==> src/rtl/clk_mon_pkg.sv <==
// clk_mon_pkg: shared FSM encoding and default sizing for clock monitors
package clk_mon_pkg;
  localparam logic [1:0] ST_IDLE = 2'd0;
  localparam logic [1:0] ST_ARM  = 2'd1;
  localparam logic [1:0] ST_HIGH = 2'd2;
  localparam logic [1:0] ST_LOW  = 2'd3;
  localparam int DEF_CNT_W = 8;
  localparam int DEF_TIMEOUT = 200;
endpackage

==> src/rtl/clk_sync_edge.sv <==
// clk_sync_edge: multi-flop synchronizer with registered-level rise/fall strobes
module clk_sync_edge #(
  parameter int STAGES = 2
) (
  input  logic clk,
  input  logic reset,
  input  logic d,
  output logic rise,
  output logic fall
);
  logic [STAGES-1:0] s;
  logic prev;
  always_ff @(posedge clk) begin
    if (reset) begin
      s <= '0;
      prev <= 1'b0;
    end else begin
      s <= {s[STAGES-2:0], d};
      prev <= s[STAGES-1];
    end
  end
  assign rise = s[STAGES-1] & ~prev;
  assign fall = ~s[STAGES-1] & prev;
endmodule

==> src/rtl/clk_period_meter.sv <==
// clk_period_meter: measures clk_in period/high time in clk cycles, flags mismatch, timeout, lock.
// CLK_PERIOD_METER_STICKY_EN: mismatch/timeout stay set until err_clr is pulsed.
module clk_period_meter
  import clk_mon_pkg::*;
#(
  parameter int CNT_W = DEF_CNT_W,
  parameter int SYNC_STAGES = 2,
  parameter int TIMEOUT = DEF_TIMEOUT,
  parameter int TOL = 0,
  parameter int LOCK_CNT = 4
) (
  input  logic clk,
  input  logic reset,
  input  logic enable,
  input  logic clk_in,
  input  logic [CNT_W-1:0] expected_period,
`ifdef CLK_PERIOD_METER_STICKY_EN
  input  logic err_clr,
`endif
  output logic [CNT_W-1:0] period_out,
  output logic [CNT_W-1:0] high_out,
  output logic period_valid,
  output logic mismatch,
  output logic timeout,
  output logic locked
);
  localparam int GW = $clog2(LOCK_CNT + 1);
  localparam logic [CNT_W-1:0] MAX = '1;
  localparam logic [CNT_W-1:0] TO = CNT_W'(TIMEOUT);
  localparam logic [GW-1:0] LOCK = GW'(LOCK_CNT);
  logic [1:0] state;
  logic [CNT_W-1:0] hi_cnt, lo_cnt, ph_cnt, per;
  logic [CNT_W:0] sum, diff;
  logic [GW-1:0] good_cnt, good_inc;
  logic rise, fall, rpt, bad, to_set, mis_nxt, to_nxt;
  clk_sync_edge #(.STAGES(SYNC_STAGES)) u_sync (
    .clk(clk),
    .reset(reset),
    .d(clk_in),
    .rise(rise),
    .fall(fall)
  );
  assign sum = {1'b0, hi_cnt} + {1'b0, lo_cnt};
  assign per = sum[CNT_W] ? MAX : sum[CNT_W-1:0];
  assign diff = (per >= expected_period) ? {1'b0, per} - {1'b0, expected_period}
                                         : {1'b0, expected_period} - {1'b0, per};
  assign bad = diff > (CNT_W+1)'(TOL);
  assign rpt = (state == ST_LOW) && rise;
  // an edge arriving in the threshold cycle takes priority over the timeout
  assign to_set = (ph_cnt == TO) && (((state == ST_ARM) && !rise) ||
                                     ((state == ST_HIGH) && !fall) ||
                                     ((state == ST_LOW) && !rise));
  assign good_inc = (good_cnt == LOCK) ? LOCK : good_cnt + 1'b1;
`ifdef CLK_PERIOD_METER_STICKY_EN
  assign mis_nxt = (rpt && bad) || (mismatch && !err_clr);
  assign to_nxt = to_set || (timeout && !err_clr);
`else
  assign mis_nxt = rpt ? bad : mismatch;
  assign to_nxt = to_set || (timeout && !rise);
`endif
  always_ff @(posedge clk) begin
    if (reset) begin
      state <= ST_IDLE;
      hi_cnt <= '0;
      lo_cnt <= '0;
      ph_cnt <= '0;
      good_cnt <= '0;
      period_out <= '0;
      high_out <= '0;
      period_valid <= 1'b0;
      mismatch <= 1'b0;
      timeout <= 1'b0;
      locked <= 1'b0;
    end else if (!enable) begin
      state <= ST_IDLE;
      hi_cnt <= '0;
      lo_cnt <= '0;
      ph_cnt <= '0;
      good_cnt <= '0;
      period_valid <= 1'b0;
      mismatch <= 1'b0;
      timeout <= 1'b0;
      locked <= 1'b0;
    end else begin
      period_valid <= rpt;
      mismatch <= mis_nxt;
      timeout <= to_nxt;
      if (rpt) begin
        period_out <= per;
        high_out <= hi_cnt;
      end
      if (to_set || (rpt && bad)) begin
        good_cnt <= '0;
        locked <= 1'b0;
      end else if (rpt) begin
        good_cnt <= good_inc;
        locked <= good_inc == LOCK;
      end
      if (to_set) begin
        state <= ST_ARM;
        hi_cnt <= '0;
        lo_cnt <= '0;
        ph_cnt <= '0;
      end else if (state == ST_IDLE) begin
        state <= ST_ARM;
        ph_cnt <= '0;
      end else if (((state == ST_ARM) || (state == ST_LOW)) && rise) begin
        state <= ST_HIGH;
        hi_cnt <= {{(CNT_W-1){1'b0}}, 1'b1};
        lo_cnt <= '0;
        ph_cnt <= {{(CNT_W-1){1'b0}}, 1'b1};
      end else if ((state == ST_HIGH) && fall) begin
        state <= ST_LOW;
        lo_cnt <= {{(CNT_W-1){1'b0}}, 1'b1};
        ph_cnt <= {{(CNT_W-1){1'b0}}, 1'b1};
      end else begin
        hi_cnt <= ((state == ST_HIGH) && (hi_cnt != MAX)) ? hi_cnt + 1'b1 : hi_cnt;
        lo_cnt <= ((state == ST_LOW) && (lo_cnt != MAX)) ? lo_cnt + 1'b1 : lo_cnt;
        ph_cnt <= (ph_cnt != MAX) ? ph_cnt + 1'b1 : ph_cnt;
      end
    end
  end
endmodule

==> config.mk <==
export PLATFORM = sky130hd
export DESIGN_NAME = clk_period_meter
export DESIGN_NICKNAME = d
export VERILOG_FILES = /design/src/rtl/clk_mon_pkg.sv /design/src/rtl/clk_sync_edge.sv /design/src/rtl/clk_period_meter.sv
export SDC_FILE = /design/constraint.sdc
export NUM_CORES = 1
export LEC_CHECK = 0
export ABC_CLOCK_PERIOD_IN_PS = 4200
export CORE_MARGIN = 1
export CORE_UTILIZATION = 52
export DETAILED_ROUTE_END_ITERATION = 7
export HOLD_SLACK_MARGIN = 0.02
export PLACE_DENSITY = 0.76
export SKIP_CTS_REPAIR_TIMING = 1
export SYNTH_ARGS = -nofsm -noshare
export SYNTH_HDL_FRONTEND = slang
export SYNTH_HIERARCHICAL = 1
export SYNTH_SLANG_ARGS = --single-unit
export TNS_END_PERCENT = 20
==> constraint.sdc <==
create_clock -name clk -period 4.2 [get_ports clk]
set_clock_uncertainty 0.2 [all_clocks]
set_input_delay 0.42 -clock clk [delete_from_list [all_inputs] [get_ports clk]]
set_output_delay 0.42 -clock clk [all_outputs]
set_load 0.005 [all_outputs]
==> metrics.cfg <==
[outcome]
outcome=completed

[critical_path]
arrival_ns=4.11
path_max_fanout=5
crit_buf_inv=1
cp-end-kind=flip-flop
crit_family=compound AO/OA/AOI/OAI gates
startpoint_type=flip-flop
crit_chain=ha_2 > fa_2 > a21o_1 > a21oi_2 > o21ai_1 > o211ai_1 > a21oi_4 > nor2_1 > buf_4 > ha_1 > xor2_1 > or4_4 > a221oi_2 > o21ai_1 > a21o_1 > o32a_4 > o32ai_2
critPathMaxStageDelay_ns=0.42
critPathRequiredTime_ns=4.22
slowest_stage=or4_4
crit_type=reg -> reg
r2r_slack_ns=0.11

[yosys]
synth.top_cell.area_share=0.325
ys.flop_type=dfxtp_1
syn_area_um2=3200
synth_area_leaders=dfxtp_1, ha_1, nor2_1, a21oi_1, nand2_1
seq_area_frac_synth=0.325
ys_ff_latch=52
synth_area_leader_cell=dfxtp_1
synth_edf_count=0
yosysUniqueCellTypes=54
syn-num-nets=435
synthArstFlopShare=0
netlist_instances=392
syn_avg_cell_area_um2=8.17
ys.warnings.count=6

[die]
ios=32
rows=28
core_area_um2=5920
die_area_um2=6480
floorplan.die.width_um=80.5
start_util=0.541
die_h_um=80.5

[clock_tree]
cts_tree=built
numCtsBuffers=5
cts_sinks=52
clk_path_buf_depth=2
path_clk_slew_ns=0.10
clk_latency_ns=0.31
cts-root-buf=clkbuf_8
htree_levels=2

[timing]
rsz0062_at_grt=yes
final.setup.worst_slack_ns=0.110
max_slew_margin=0.419
fin_crit_sh=0.974
max_clock_freq_ghz=0.245
hold_viol_final=0
tightestPinTransition_ns=0.872
finalSetupViolations=0
final_max_slew_viol_count=0
fin_hold_ws_ns=0.253
finalCriticalPeriod_ns=4.09

[hold_path]
hold_class=reg -> reg

[pwr]
vdd_drop_max_mv=0.151
power.density_nw_per_um2=226
leakage_nw=1.58

[placed_design]
io_buffers=31
gp_congestion=0.927
dpl.hpwl_mm=5.68
place_ws_ns=-0.136

[detailed_routing]
viasPerCell=5.84
firstDrtPassIters=5
routed-via-count=2990
wl_mm=7.73
drcViolationCount=0
ant_nets=0
routedWlPerCell_um=15.1
drt_iter0_drc=145

[layout]
diodes=0
final_cell_mix=nor2_1, dfxtp_1, clkdlybuf4s50_1
syn_to_final_growth_pct=20.0
drive_above_1_share=0.105
final_common_cell=nor2_1
fin_nets=479

[run]
drv_cap=0

[grt]
grt_pass1_wl_mm=12.0
first_global_vias=2705
overflow=0
grt_max_degree=24
antenna_found_initial=0
grt_usage=0.238

## cells by family after synthesis
group | share of synthesized area
AOI/OAI and AO/OA | 0.211
xor gates and xnor gates | 0.0520
adders and majority gates | 0.123
buffers and inverters | 0.0434
DFF | 0.325
muxes | 0.00938
and+or+nand+nor | 0.236
## worst paths after layout
path,endpoint,startpoint,depth (start not counted)
worst max-delay path,good_cnt[1]$_SDFFE_PP0P_,lo_cnt[0]$_SDFFE_PP0P_,17
worst min register to register,u_sync/s[1]$_SDFF_PP0_,u_sync/s[0]$_SDFF_PP0_,1
worst max register to register,good_cnt[1]$_SDFFE_PP0P_,lo_cnt[0]$_SDFFE_PP0P_,17
worst min-delay path,u_sync/s[1]$_SDFF_PP0_,u_sync/s[0]$_SDFF_PP0_,1
## report_power, final
group	leakage (nW)	internal (mW)	switching [mW]
clock	0.0456	0.119	0.175
sequential	0.421	0.494	0.00217
combinational	1.11	0.0343	0.0435
total	1.58	0.648	0.221
## stage by stage
stage	instances	utilization	power (mW)	cell area, um2	TNS (ns)
after global placement	502	0.620	0.580	3670	0
after global routing	512	0.649	0.899	3840	-0.239
after CTS	510	0.634	0.872	3760	-0.470
after floorplan	392	-	0.554	3210	0
after detailed placement	502	0.620	0.582	3670	-0.366
final	512	0.649	0.869	3840	0
## flip-flops by register name (all words and copies together), names as in the netlist
name          count
ph_cnt            8
lo_cnt            8
timeout           1
state             2
hi_cnt            8
high_out          8
period_valid      1
u_sync/s          2
period_out        8
u_sync/prev       1
locked            1
mismatch          1
good_cnt          3
## synthesized netlist by cell type (all sizes together) (2+ instances only)
master and count:
nor2 54, dfxtp 52, ha 30, a21oi 28, nand2 28, inv 23
nand3 16, o21ai 14, nor2b 12, xor2 11, a211oi 10, and3 8
clkbuf 8, xnor2 8, a31oi 6, nand4 6, o211ai 6, a21o 5
and2 5, nand2b 5, o21a 5, or3 5, or2 4, a22oi 3
buf 3, mux2i 3, nor3 3, o21bai 3, o31a 3, nand3b 2
nor3b 2, o22ai 2, o31ai 2, o32ai 2, or4 2
## layer usage
layer,wire length [um],global-route usage,vias up
li1,-,-,1474
met5,0,0,-
met4,114,0.100,0
met1,3480,0.296,1417
met2,3780,0.403,85
met3,352,0.0386,14
## layout make-up
type,instances,area [um2]
multi-input cells,307,2100
repair buffers,47,430
clock buffers,6,72.6
fillers,510,2080
inverters,23,86.3
well taps,75,93.8
flip-flops and latches,52,1050
clock inverters,2,13.8
Power figures use the tool's default switching activity.
